### src/rtl/mandelbrot_pkg.sv
// mandelbrot_pkg
// Shared types and constants for the Mandelbrot pixel sink.
//   sink_state_t : state encoding of the pixel-pacing FSM
//   PIX_BITS     : width of one iteration result (one pixel)
//   count_width  : width of a counter that must reach WIDTH*HEIGHT
package mandelbrot_pkg;

  typedef enum logic [2:0] {
    IDLE,
    ISSUE,
    WAIT_HI,
    WAIT_LO,
    DONE
  } sink_state_t;

  localparam int PIX_BITS = 4;

  function automatic int count_width(input int width, input int height);
    return $clog2(width * height + 1);
  endfunction

endpackage

### src/rtl/mandelbrot_sink_fifo.sv
// mandelbrot_sink_fifo
// Synchronous first-word-fall-through FIFO holding packed pixel bytes.
// Ports:
//   clk, rst_n  : clock, asynchronous active-low reset (contents discarded)
//   wr_en       : write request, wr_data captured on the clock edge
//   wr_data     : entry to store
//   rd_en       : consumer pop; only honoured while valid is high
//   rd_data     : head entry (mem[rd_ptr]), meaningful while valid is high
//   valid       : FIFO holds at least one entry
//   count       : number of stored entries, 0..DEPTH
module mandelbrot_sink_fifo #(
  parameter int DATA_W = 8,
  parameter int DEPTH  = 8
) (
  input  logic                     clk,
  input  logic                     rst_n,
  input  logic                     wr_en,
  input  logic [DATA_W-1:0]        wr_data,
  input  logic                     rd_en,
  output logic [DATA_W-1:0]        rd_data,
  output logic                     valid,
  output logic [$clog2(DEPTH):0]   count
);

  localparam int PTR_W = $clog2(DEPTH);
  localparam logic [PTR_W:0] FULL = (PTR_W + 1)'(DEPTH);

  logic [DATA_W-1:0] mem [DEPTH];
  logic [PTR_W-1:0]  wr_ptr;
  logic [PTR_W-1:0]  rd_ptr;
  logic              do_rd;
  logic              do_wr;

  // A pop frees a slot in the same cycle, so a full FIFO may still accept a write.
  assign do_rd = rd_en && (count != '0);
  assign do_wr = wr_en && ((count != FULL) || do_rd);

  assign rd_data = mem[rd_ptr];
  assign valid   = (count != '0);

  // DEPTH is a power of two, so the pointers wrap naturally.
  always_ff @(posedge clk or negedge rst_n) begin
    if (!rst_n) begin
      wr_ptr <= '0;
      rd_ptr <= '0;
      count  <= '0;
      for (int i = 0; i < DEPTH; i++) begin
        mem[i] <= '0;
      end
    end else begin
      if (do_wr) begin
        mem[wr_ptr] <= wr_data;
        wr_ptr      <= wr_ptr + PTR_W'(1);
      end
      if (do_rd) begin
        rd_ptr <= rd_ptr + PTR_W'(1);
      end
      case ({do_wr, do_rd})
        2'b10:   count <= count + (PTR_W + 1)'(1);
        2'b01:   count <= count - (PTR_W + 1)'(1);
        default: count <= count;
      endcase
    end
  end

endmodule

### src/rtl/mandelbrot_pixel_sink.sv
// mandelbrot_pixel_sink
// Paces the Mandelbrot engine one pixel at a time, packs two 4-bit results
// per byte into a FWFT FIFO and streams the bytes out over valid/ready.
// A pixel is only issued when the FIFO has a free slot, so the engine is
// back-pressured instead of losing data.
// Optional feature macro: MANDEL_SINK_EOL_EN adds out_last, marking the byte
// that holds pixel x = WIDTH-1 of each line.
// Ports:
//   clk, rst_n       : clock, asynchronous active-low reset
//   start            : pulse, begins a frame when idle
//   busy             : frame in progress
//   frame_done       : pulse after the last pixel is captured
//   protocol_err     : sticky, engine_finished disagrees with the pixel count
//   engine_run       : one-cycle run request to the engine
//   engine_running   : engine busy flag
//   engine_ctr       : engine iteration result
//   engine_finished  : engine end-of-frame flag
//   out_data         : packed pixels, [3:0] even x, [7:4] odd x
//   out_valid        : out_data valid
//   out_ready        : consumer accepts a byte when out_valid && out_ready
//   out_last         : (MANDEL_SINK_EOL_EN only) byte ends a line
module mandelbrot_pixel_sink
  import mandelbrot_pkg::*;
#(
  parameter int WIDTH      = 320,
  parameter int HEIGHT     = 240,
  parameter int FIFO_DEPTH = 8
) (
  input  logic                clk,
  input  logic                rst_n,
  input  logic                start,
  output logic                busy,
  output logic                frame_done,
  output logic                protocol_err,
  output logic                engine_run,
  input  logic                engine_running,
  input  logic [PIX_BITS-1:0] engine_ctr,
  input  logic                engine_finished,
  output logic [7:0]          out_data,
  output logic                out_valid,
  input  logic                out_ready
`ifdef MANDEL_SINK_EOL_EN
  ,
  output logic                out_last
`endif
);

  localparam int TOTAL  = WIDTH * HEIGHT;
  localparam int CNT_W  = count_width(WIDTH, HEIGHT);
  localparam int FCNT_W = $clog2(FIFO_DEPTH) + 1;
  localparam logic [FCNT_W-1:0] FIFO_FULL = FCNT_W'(FIFO_DEPTH);
  localparam logic [CNT_W-1:0]  LAST_IDX  = CNT_W'(TOTAL - 1);
`ifdef MANDEL_SINK_EOL_EN
  localparam int ENTRY_W = 9;
  localparam int X_W     = $clog2(WIDTH);
  localparam logic [X_W-1:0] X_LAST = X_W'(WIDTH - 1);
`else
  localparam int ENTRY_W = 8;
`endif

  sink_state_t         state;
  sink_state_t         state_next;
  logic [CNT_W-1:0]    pix_cnt;
  logic [PIX_BITS-1:0] nibble;
  logic [FCNT_W-1:0]   fifo_count;
  logic                capture;
  logic                fifo_wr;
  logic [ENTRY_W-1:0]  fifo_wdata;
  logic [ENTRY_W-1:0]  fifo_rdata;

  // The result is valid on the cycle running falls while we wait for it.
  assign capture = (state == WAIT_LO) && !engine_running;
  assign fifo_wr = capture && pix_cnt[0];

`ifdef MANDEL_SINK_EOL_EN
  logic [X_W-1:0] x_cnt;

  assign fifo_wdata = {(x_cnt == X_LAST), engine_ctr, nibble};
  assign {out_last, out_data} = fifo_rdata;

  always_ff @(posedge clk or negedge rst_n) begin
    if (!rst_n) begin
      x_cnt <= '0;
    end else if (state == DONE) begin
      x_cnt <= '0;
    end else if (capture) begin
      x_cnt <= (x_cnt == X_LAST) ? '0 : x_cnt + X_W'(1);
    end
  end
`else
  assign fifo_wdata = {engine_ctr, nibble};
  assign out_data   = fifo_rdata;
`endif

  always_ff @(posedge clk or negedge rst_n) begin
    if (!rst_n) begin
      state <= IDLE;
    end else begin
      state <= state_next;
    end
  end

  // Only one pixel is ever outstanding, so checking for a free slot before
  // issuing guarantees the capture write always fits.
  always_comb begin
    state_next = state;
    engine_run = 1'b0;
    busy       = (state != IDLE);
    frame_done = (state == DONE);
    case (state)
      IDLE:    if (start) state_next = ISSUE;
      ISSUE: begin
        if (fifo_count < FIFO_FULL) begin
          engine_run = 1'b1;
          state_next = WAIT_HI;
        end
      end
      WAIT_HI: if (engine_running) state_next = WAIT_LO;
      WAIT_LO: begin
        if (!engine_running) begin
          state_next = (pix_cnt == LAST_IDX) ? DONE : ISSUE;
        end
      end
      DONE:    state_next = IDLE;
      default: state_next = IDLE;
    endcase
  end

  // pix_cnt counts captured pixels; while waiting for pixel n it holds n, so
  // an early finish is any finish seen before the last pixel is pending.
  always_ff @(posedge clk or negedge rst_n) begin
    if (!rst_n) begin
      pix_cnt      <= '0;
      nibble       <= '0;
      protocol_err <= 1'b0;
    end else begin
      if (state == DONE) begin
        pix_cnt <= '0;
      end else if (capture) begin
        pix_cnt <= pix_cnt + CNT_W'(1);
        if (!pix_cnt[0]) begin
          nibble <= engine_ctr;
        end
      end
      if ((state == WAIT_LO) && engine_finished && (pix_cnt < LAST_IDX)) begin
        protocol_err <= 1'b1;
      end
      if (capture && (pix_cnt == LAST_IDX) && !engine_finished) begin
        protocol_err <= 1'b1;
      end
    end
  end

  mandelbrot_sink_fifo #(
    .DATA_W (ENTRY_W),
    .DEPTH  (FIFO_DEPTH)
  ) u_fifo (
    .clk     (clk),
    .rst_n   (rst_n),
    .wr_en   (fifo_wr),
    .wr_data (fifo_wdata),
    .rd_en   (out_ready),
    .rd_data (fifo_rdata),
    .valid   (out_valid),
    .count   (fifo_count)
  );

endmodule

### config.mk
export PLATFORM = sky130hd
export DESIGN_NAME = mandelbrot_pixel_sink
export DESIGN_NICKNAME = d
export VERILOG_FILES = /design/src/rtl/mandelbrot_pkg.sv /design/src/rtl/mandelbrot_sink_fifo.sv /design/src/rtl/mandelbrot_pixel_sink.sv
export SDC_FILE = /design/constraint.sdc
export NUM_CORES = 1
export LEC_CHECK = 0
export CORE_ASPECT_RATIO = 1.4
export CORE_MARGIN = 2
export CORE_UTILIZATION = 30
export CTS_CLUSTER_SIZE = 20
export DETAILED_ROUTE_END_ITERATION = 8
export PLACE_DENSITY = 0.54
export SYNTH_ARGS = -nofsm -noshare
export SYNTH_HDL_FRONTEND = slang
export SYNTH_SLANG_ARGS = --single-unit
export TNS_END_PERCENT = 30
### constraint.sdc
create_clock -name clk -period 2.6 [get_ports clk]
set_clock_uncertainty 0.05 [all_clocks]
set_input_delay 0.26 -clock clk [delete_from_list [all_inputs] [get_ports clk]]
set_output_delay 0.26 -clock clk [all_outputs]
set_load 0.02 [all_outputs]
==> results.json, run 1 <==
{
  "status": "finished clean",
  "post-route-util": 0.3674,
  "dieArea_mm2": 0.01684,
  "clkSinkCount": 99,
  "grt_pass1_wl_um": 16640,
  "worstRegToRegCells": 11,
  "postSynthCellCount": 347,
  "worst_hold_slack_ns": 0.3993,
  "clk_pin_slew_ns": 0.07,
  "setup.worst_path.end_class": "output port",
  "cp_max_fo": 7,
  "drt-wirelength-per-cell_um": 17.18,
  "synth_edf_count": 0,
  "clkLatencyLatePin_ns": 0.36,
  "r2r-start": "u_fifo.count[2]",
  "root_buffer": "clkbuf_16",
  "yosysUniqueCellTypes": 51,
  "fmax_mhz": 410.5,
  "grt_pass1_vias": 3186,
  "postCtsSetupBuffers": 0,
  "die_y_um": 152.7,
  "ys_warn_count": 0,
  "syn-cell-area_mm2": 0.004741,
  "drive_gt1_frac": 0.3666,
  "setup_viol": 0,
  "area_growth_pct": 20.43,
  "viasPerCell": 4.998,
  "grt_use_total": 0.1316,
  "arrival_ns": 2.13,
  "worstMarginPinSlew_ns": 0.5793,
  "cts_made_buffers": 9,
  "coreArea_mm2": 0.01554,
  "drtPass1Iterations": 4,
  "r2r-end": "u_fifo.count[2]",
  "antenna_found_initial": 0,
  "synth_top_area_frac": 0.5226,
  "gr-total-overflow": 0,
  "hp-class": "input port to async pin",
  "powerDensity_mw_per_mm2": 978.0,
  "tns_ns": 0,
  "fin_nets": 412,
  "dpl.hpwl_um": 6764,
  "grt_max_degree": 43,
  "avgSynthCellArea_um2": 13.66,
  "crit_end": "frame_done",
  "n_antenna_cell": 0,
  "required_ns": 2.29,
  "fp.dieW_um": 110.2,
  "place.gp.congestion": 0.7510,
  "drc": 0,
  "wl_um": 10260,
  "critical_path_class": "flip-flop to output port",
  "syn_nets": 363,
  "final.setup.worst_slack_ns": 0.1642,
  "p_total_mw": 5.584,
  "min_period_ns": 2.436,
  "crit_path_start": "state[0]",
  "dp_slack_ns": 0.02695,
  "slew_headroom": 0.6138,
  "yosys-top-cells-area": "dfrtp_1, mux2_2, mux4_2",
  "cts-htree-levels": 3,
  "drtIter0Drc": 195,
  "cts_tree": "built",
  "p_leak_nw": 2.607,
  "synth-seq-cells": 99,
  "start_util": 0.3051,
  "yosysMostFrequentCell": "dfrtp_1",
  "ys_top_cells_by_count": "dfrtp_1, mux2_2, nor2_1",
  "finalCritPeriodShare": 0.9368,
  "io_pins": 23,
  "setup.worst_path.start_class": "flip-flop",
  "reg2reg_setup_slack_ns": 0.18,
  "synthFlopType": "dfrtp_1",
  "yosys.area.top_type": "dfrtp_1",
  "max-clock-path-buffers": 2,
  "rsz0062_at_grt": "false",
  "port_buffers": 22,
  "ir_drop_v": 0.0004854,
  "maxCapViolations": 0,
  "synth_seq_area_share": 0.5226,
  "finalHoldViolCount": 0,
  "slew_violations": 0,
  "async_flop_share": 1.000,
  "via_count": 2984,
  "fp-row-count": 54,
  "ant_nets": 0
}
how the worst min path moves through the flow:
stage                  endpoint  slack [ns]  cells after the start
3_3_place_gp           state[1]        0.24                      1
2_1_floorplan         nibble[0]       -0.09                      0
5_1_grt            protocol_err        0.46                      2
6_report        u_fifo.count[3]        0.40                      2
4_1_cts        u_fifo.wr_ptr[1]        0.42                      2
3_5_place_dp           state[1]        0.25                      1
area by class of cell:
class	count	area, µm²
well taps	196	245.2
multi-input cells	224	2157
repair buffers	53	480.5
inverters	9	36.28
clock buffers	11	252.7
fillers	1553	9831
clock inverters	5	60.06
flip-flops and latches	99	2477
logic make-up (layout without fill, tap and decap cells):
family | after synthesis | in the layout | share of synthesized area
buffers and inverters | 24 | 78 | 0.02375
AND/OR/NAND/NOR | 80 | 80 | 0.09712
multiplexers | 95 | 95 | 0.2697
adder cells (fa/ha/maj) | 6 | 6 | 0.01583
XOR/XNOR | 18 | 18 | 0.03325
AO/OA/AOI/OAI | 25 | 25 | 0.03774
flip-flops | 99 | 99 | 0.5226
routing by layer:
metal,up-vias,GRT usage,share of wire
li1,1386,-,-
met1,1540,0.1591,0.43
met2,40,0.2194,0.51
met3,18,0.02652,0.028
met4,0,0.06488,0.027
met5,-,0,0
power by group:
group	switching, mW	total, mW	internal (mW)
Clock	0.601	1.40	0.802
Combinational	0.776	1.81	1.04
Sequential	0.398	2.37	1.97
Total	1.78	5.58	3.81
layout by cell type (no fill, tap or decap), types with 3 or more instances in the layout:
cell / netlist / final
buf_12: 0 / 3
nand3_1: 9 / 9
ha_1: 6 / 6
nand4_1: 5 / 5
nor2_1: 19 / 19
nor4_1: 4 / 4
mux2_2: 70 / 70
inv_1: 7 / 7
clkbuf_16: 0 / 9
nand2_1: 14 / 14
mux4_2: 16 / 16
o21ai_0: 5 / 5
xor2_1: 6 / 6
mux2_4: 8 / 8
nor3_1: 5 / 5
nand4b_1: 3 / 3
clkdlybuf4s50_1: 0 / 13
a21oi_1: 5 / 5
dlygate4sd2_1: 0 / 8
dfrtp_1: 99 / 99
xnor2_1: 12 / 12
or3_1: 4 / 4
buf_4: 1 / 28
registers in the layout (all words and copies together), names as in the netlist:
register / count
u_fifo.mem: 64
u_fifo.count: 4
u_fifo.rd_ptr: 3
nibble: 4
state: 3
u_fifo.wr_ptr: 3
pix_cnt: 17
protocol_err: 1
worst max-delay path, stage by stage (launching register included):
cell	delay [ns]
dfrtp_1	0.38
buf_4	0.16
or3b_2	0.55
clkinv_1	0.09
clkdlybuf4s50_1	0.59
what timing repair did:
| action | 4_1_cts | 5_1_grt |
|---|---|---|
| hold endpoints to repair | 40 | 0 |
| hold buffers | 1 | 0 |
| setup endpoints to repair | 8 | 1 |
| gates resized for setup | 8 | 1 |
metrics by stage:
stage / cell area, µm² / std cells
after floorplan: 4741 / 347
after global placement: 5390 / 580
after detailed placement: 5390 / 580
after CTS: 5703 / 597
after global routing: 5709 / 597
final: 5709 / 597
No activity file was read; power rests on OpenSTA's default activity.
==> inputs of run 2 (changes only) <==
--- a/config.mk
+++ b/config.mk
@@ -5,12 +5,14 @@
 export SDC_FILE = /design/constraint.sdc
 export NUM_CORES = 1
 export LEC_CHECK = 0
+export CAP_MARGIN = 10
 export CORE_ASPECT_RATIO = 1.4
 export CORE_MARGIN = 2
 export CORE_UTILIZATION = 30
 export CTS_CLUSTER_SIZE = 20
 export DETAILED_ROUTE_END_ITERATION = 8
 export PLACE_DENSITY = 0.54
+export SKIP_CTS_REPAIR_TIMING = 1
 export SYNTH_ARGS = -nofsm -noshare
 export SYNTH_HDL_FRONTEND = slang
 export SYNTH_SLANG_ARGS = --single-unit
==> results.json, run 2 (synthesized netlist as in run 1, its figures left out) <==
{
  "clkLatencyLatePin_ns": 0.36,
  "finalHoldViolCount": 0,
  "ir_drop_v": 0.0004974,
  "dpl.hpwl_um": 6764,
  "setup.worst_path.end_class": "output port",
  "arrival_ns": 2.13,
  "crit_chain": "buf_4, or3b_2, clkinv_1, clkdlybuf4s50_1",
  "powerDensity_mw_per_mm2": 979.3,
  "drtPass1Iterations": 4,
  "slew_headroom": 0.6134,
  "drive_gt1_frac": 0.3666,
  "cp_slowest_cell": "clkdlybuf4s50_1",
  "via_count": 2983,
  "n_antenna_cell": 0,
  "p_int_mw": 3.844,
  "gr-total-overflow": 0,
  "r2r-end": "u_fifo.count[2]",
  "layout_commonest_cell": "dfrtp_1",
  "setup.worst_path.start_class": "flip-flop",
  "start_util": 0.3051,
  "area_growth_pct": 21.06,
  "hp-class": "input port to async pin",
  "cts_made_buffers": 9,
  "p_sw_frac": 0.3160,
  "drtIter0Drc": 194,
  "fp-row-count": 54,
  "seq_power_share": 0.421,
  "reg_top3": "u_fifo.mem (64), pix_cnt (17)",
  "p_leak_nw": 2.708,
  "grt_use_total": 0.1317,
  "root_buffer": "clkbuf_16",
  "die_y_um": 152.7,
  "drt-wirelength-per-cell_um": 17.18,
  "cp_slowest_stage_delay_ns": 0.59,
  "grt_max_degree": 43,
  "p_total_mw": 5.621,
  "cts-htree-levels": 3,
  "maxCapViolations": 0,
  "setup_viol": 0,
  "fin_nets": 412,
  "grt_pass1_vias": 3189,
  "largest_reg_flops": 64,
  "top_register": "u_fifo.mem",
  "reg2reg_setup_slack_ns": 0.18,
  "cp_max_fo": 7,
  "coreArea_mm2": 0.01554,
  "viasPerCell": 4.997,
  "wl_um": 10260,
  "final_cell_mix": "dfrtp_1, mux2_2, buf_4",
  "comb_power_share": 0.329,
  "status": "finished clean",
  "grt_pass1_wl_um": 16660,
  "max-clock-path-buffers": 2,
  "port_buffers": 22,
  "clk_pin_slew_ns": 0.07,
  "p_switching_mw": 1.776,
  "clkPwrFrac": 0.250,
  "place.gp.congestion": 0.7510,
  "worstMarginPinSlew_ns": 0.5799,
  "fillers": 1545,
  "post-place-cells": 580,
  "rsz0062_at_grt": "false",
  "dieArea_mm2": 0.01684,
  "fmax_mhz": 410.2,
  "critical_path_class": "flip-flop to output port",
  "slew_violations": 0,
  "clkSinkCount": 99,
  "finalCritPeriodShare": 0.9377,
  "stdcell_count": 597,
  "required_ns": 2.29,
  "antenna_found_initial": 0,
  "ant_nets": 0,
  "critical-path-top-delay-family": "buffers and inverters",
  "worstRegToRegCells": 11,
  "worst-path-buf-inv": 3,
  "cts_tree": "built",
  "io_pins": 23,
  "fp.dieW_um": 110.2,
  "min_period_ns": 2.438,
  "r2r-start": "u_fifo.count[2]",
  "drc": 0,
  "crit_path_start": "state[0]"
}
-- run 2: cell count changes in the layout (fill, tap and decap cells not counted), sizes merged --
cell,before,now
dlymetal6s2s,0,8
dlygate4sd2,8,0
-- run 2: layout make-up --
cell class | count | area, µm² | area share
Inverter | 9 | 36.28 | 0.006322
Clock buffer | 11 | 252.7 | 0.04404
Clock inverter | 5 | 60.06 | 0.01046
Sequential cell | 99 | 2477 | 0.4317
Timing Repair Buffer | 53 | 510.5 | 0.08895
Multi-Input combinational cell | 224 | 2157 | 0.3758
Tap cell | 196 | 245.2 | 0.04273
-- run 2: worst max-delay path by stage --
| stage | endpoint | slack [ns] | cells past startpoint |
|---|---|---|---|
| 6_report | frame_done | 0.16 | 4 |
| 5_1_grt | u_fifo.count[3] | 0.02 | 9 |
| 4_1_cts | out_data[0] | -0.07 | 4 |
| 3_5_place_dp | u_fifo.count[2] | 0.03 | 11 |
| 3_3_place_gp | u_fifo.count[2] | 0.06 | 11 |
| 2_1_floorplan | u_fifo.count[2] | 0.12 | 11 |
-- run 2: power by group through the flow --
| stage | Clock, mW | Sequential, mW | Combinational, mW |
|---|---|---|---|
| 3_5_place_dp | 0 | 2.39 | 1.89 |
| 2_1_floorplan | 0 | 2.21 | 1.38 |
| 6_report | 1.40 | 2.37 | 1.85 |
| 5_1_grt | 1.50 | 2.44 | 2.02 |
| 3_3_place_gp | 0 | 2.37 | 1.85 |
| 4_1_cts | 1.44 | 2.37 | 1.90 |
-- run 2: metrics by stage --
stage               cell area [µm²]  TNS [ns]  hold WS [ns]  setup slack (ns)  utilization
floorplan                      4741         0      -0.08559            0.1196            -
global placement               5390         0        0.2445           0.05802       0.3469
detailed placement             5390         0        0.2512           0.02695       0.3469
CTS                            5703   -0.2997       -0.1322          -0.06503       0.3670
global route                   5739         0        0.4573           0.02248       0.3693
finish                         5739         0        0.3996            0.1619       0.3693
-- run 2: worst register-to-register path: cells and delay by family, from the launching register on --
family                   cells  cell delay [ns]
AO/OA/AOI/OAI                1             0.14
XOR/XNOR                     3             0.47
AND/OR/NAND/NOR              4             0.77
adder cells (fa/ha/maj)      2             0.39
flip-flops                   1             0.42
buffers and inverters        1             0.08
-- run 2: per-layer routing --
| layer | global-route usage | part of all wire |
|---|---|---|
| met4 | 0.06488 | 0.027 |
| met1 | 0.1591 | 0.43 |
| met3 | 0.02652 | 0.028 |
| met5 | 0 | 0 |
| met2 | 0.2197 | 0.51 |
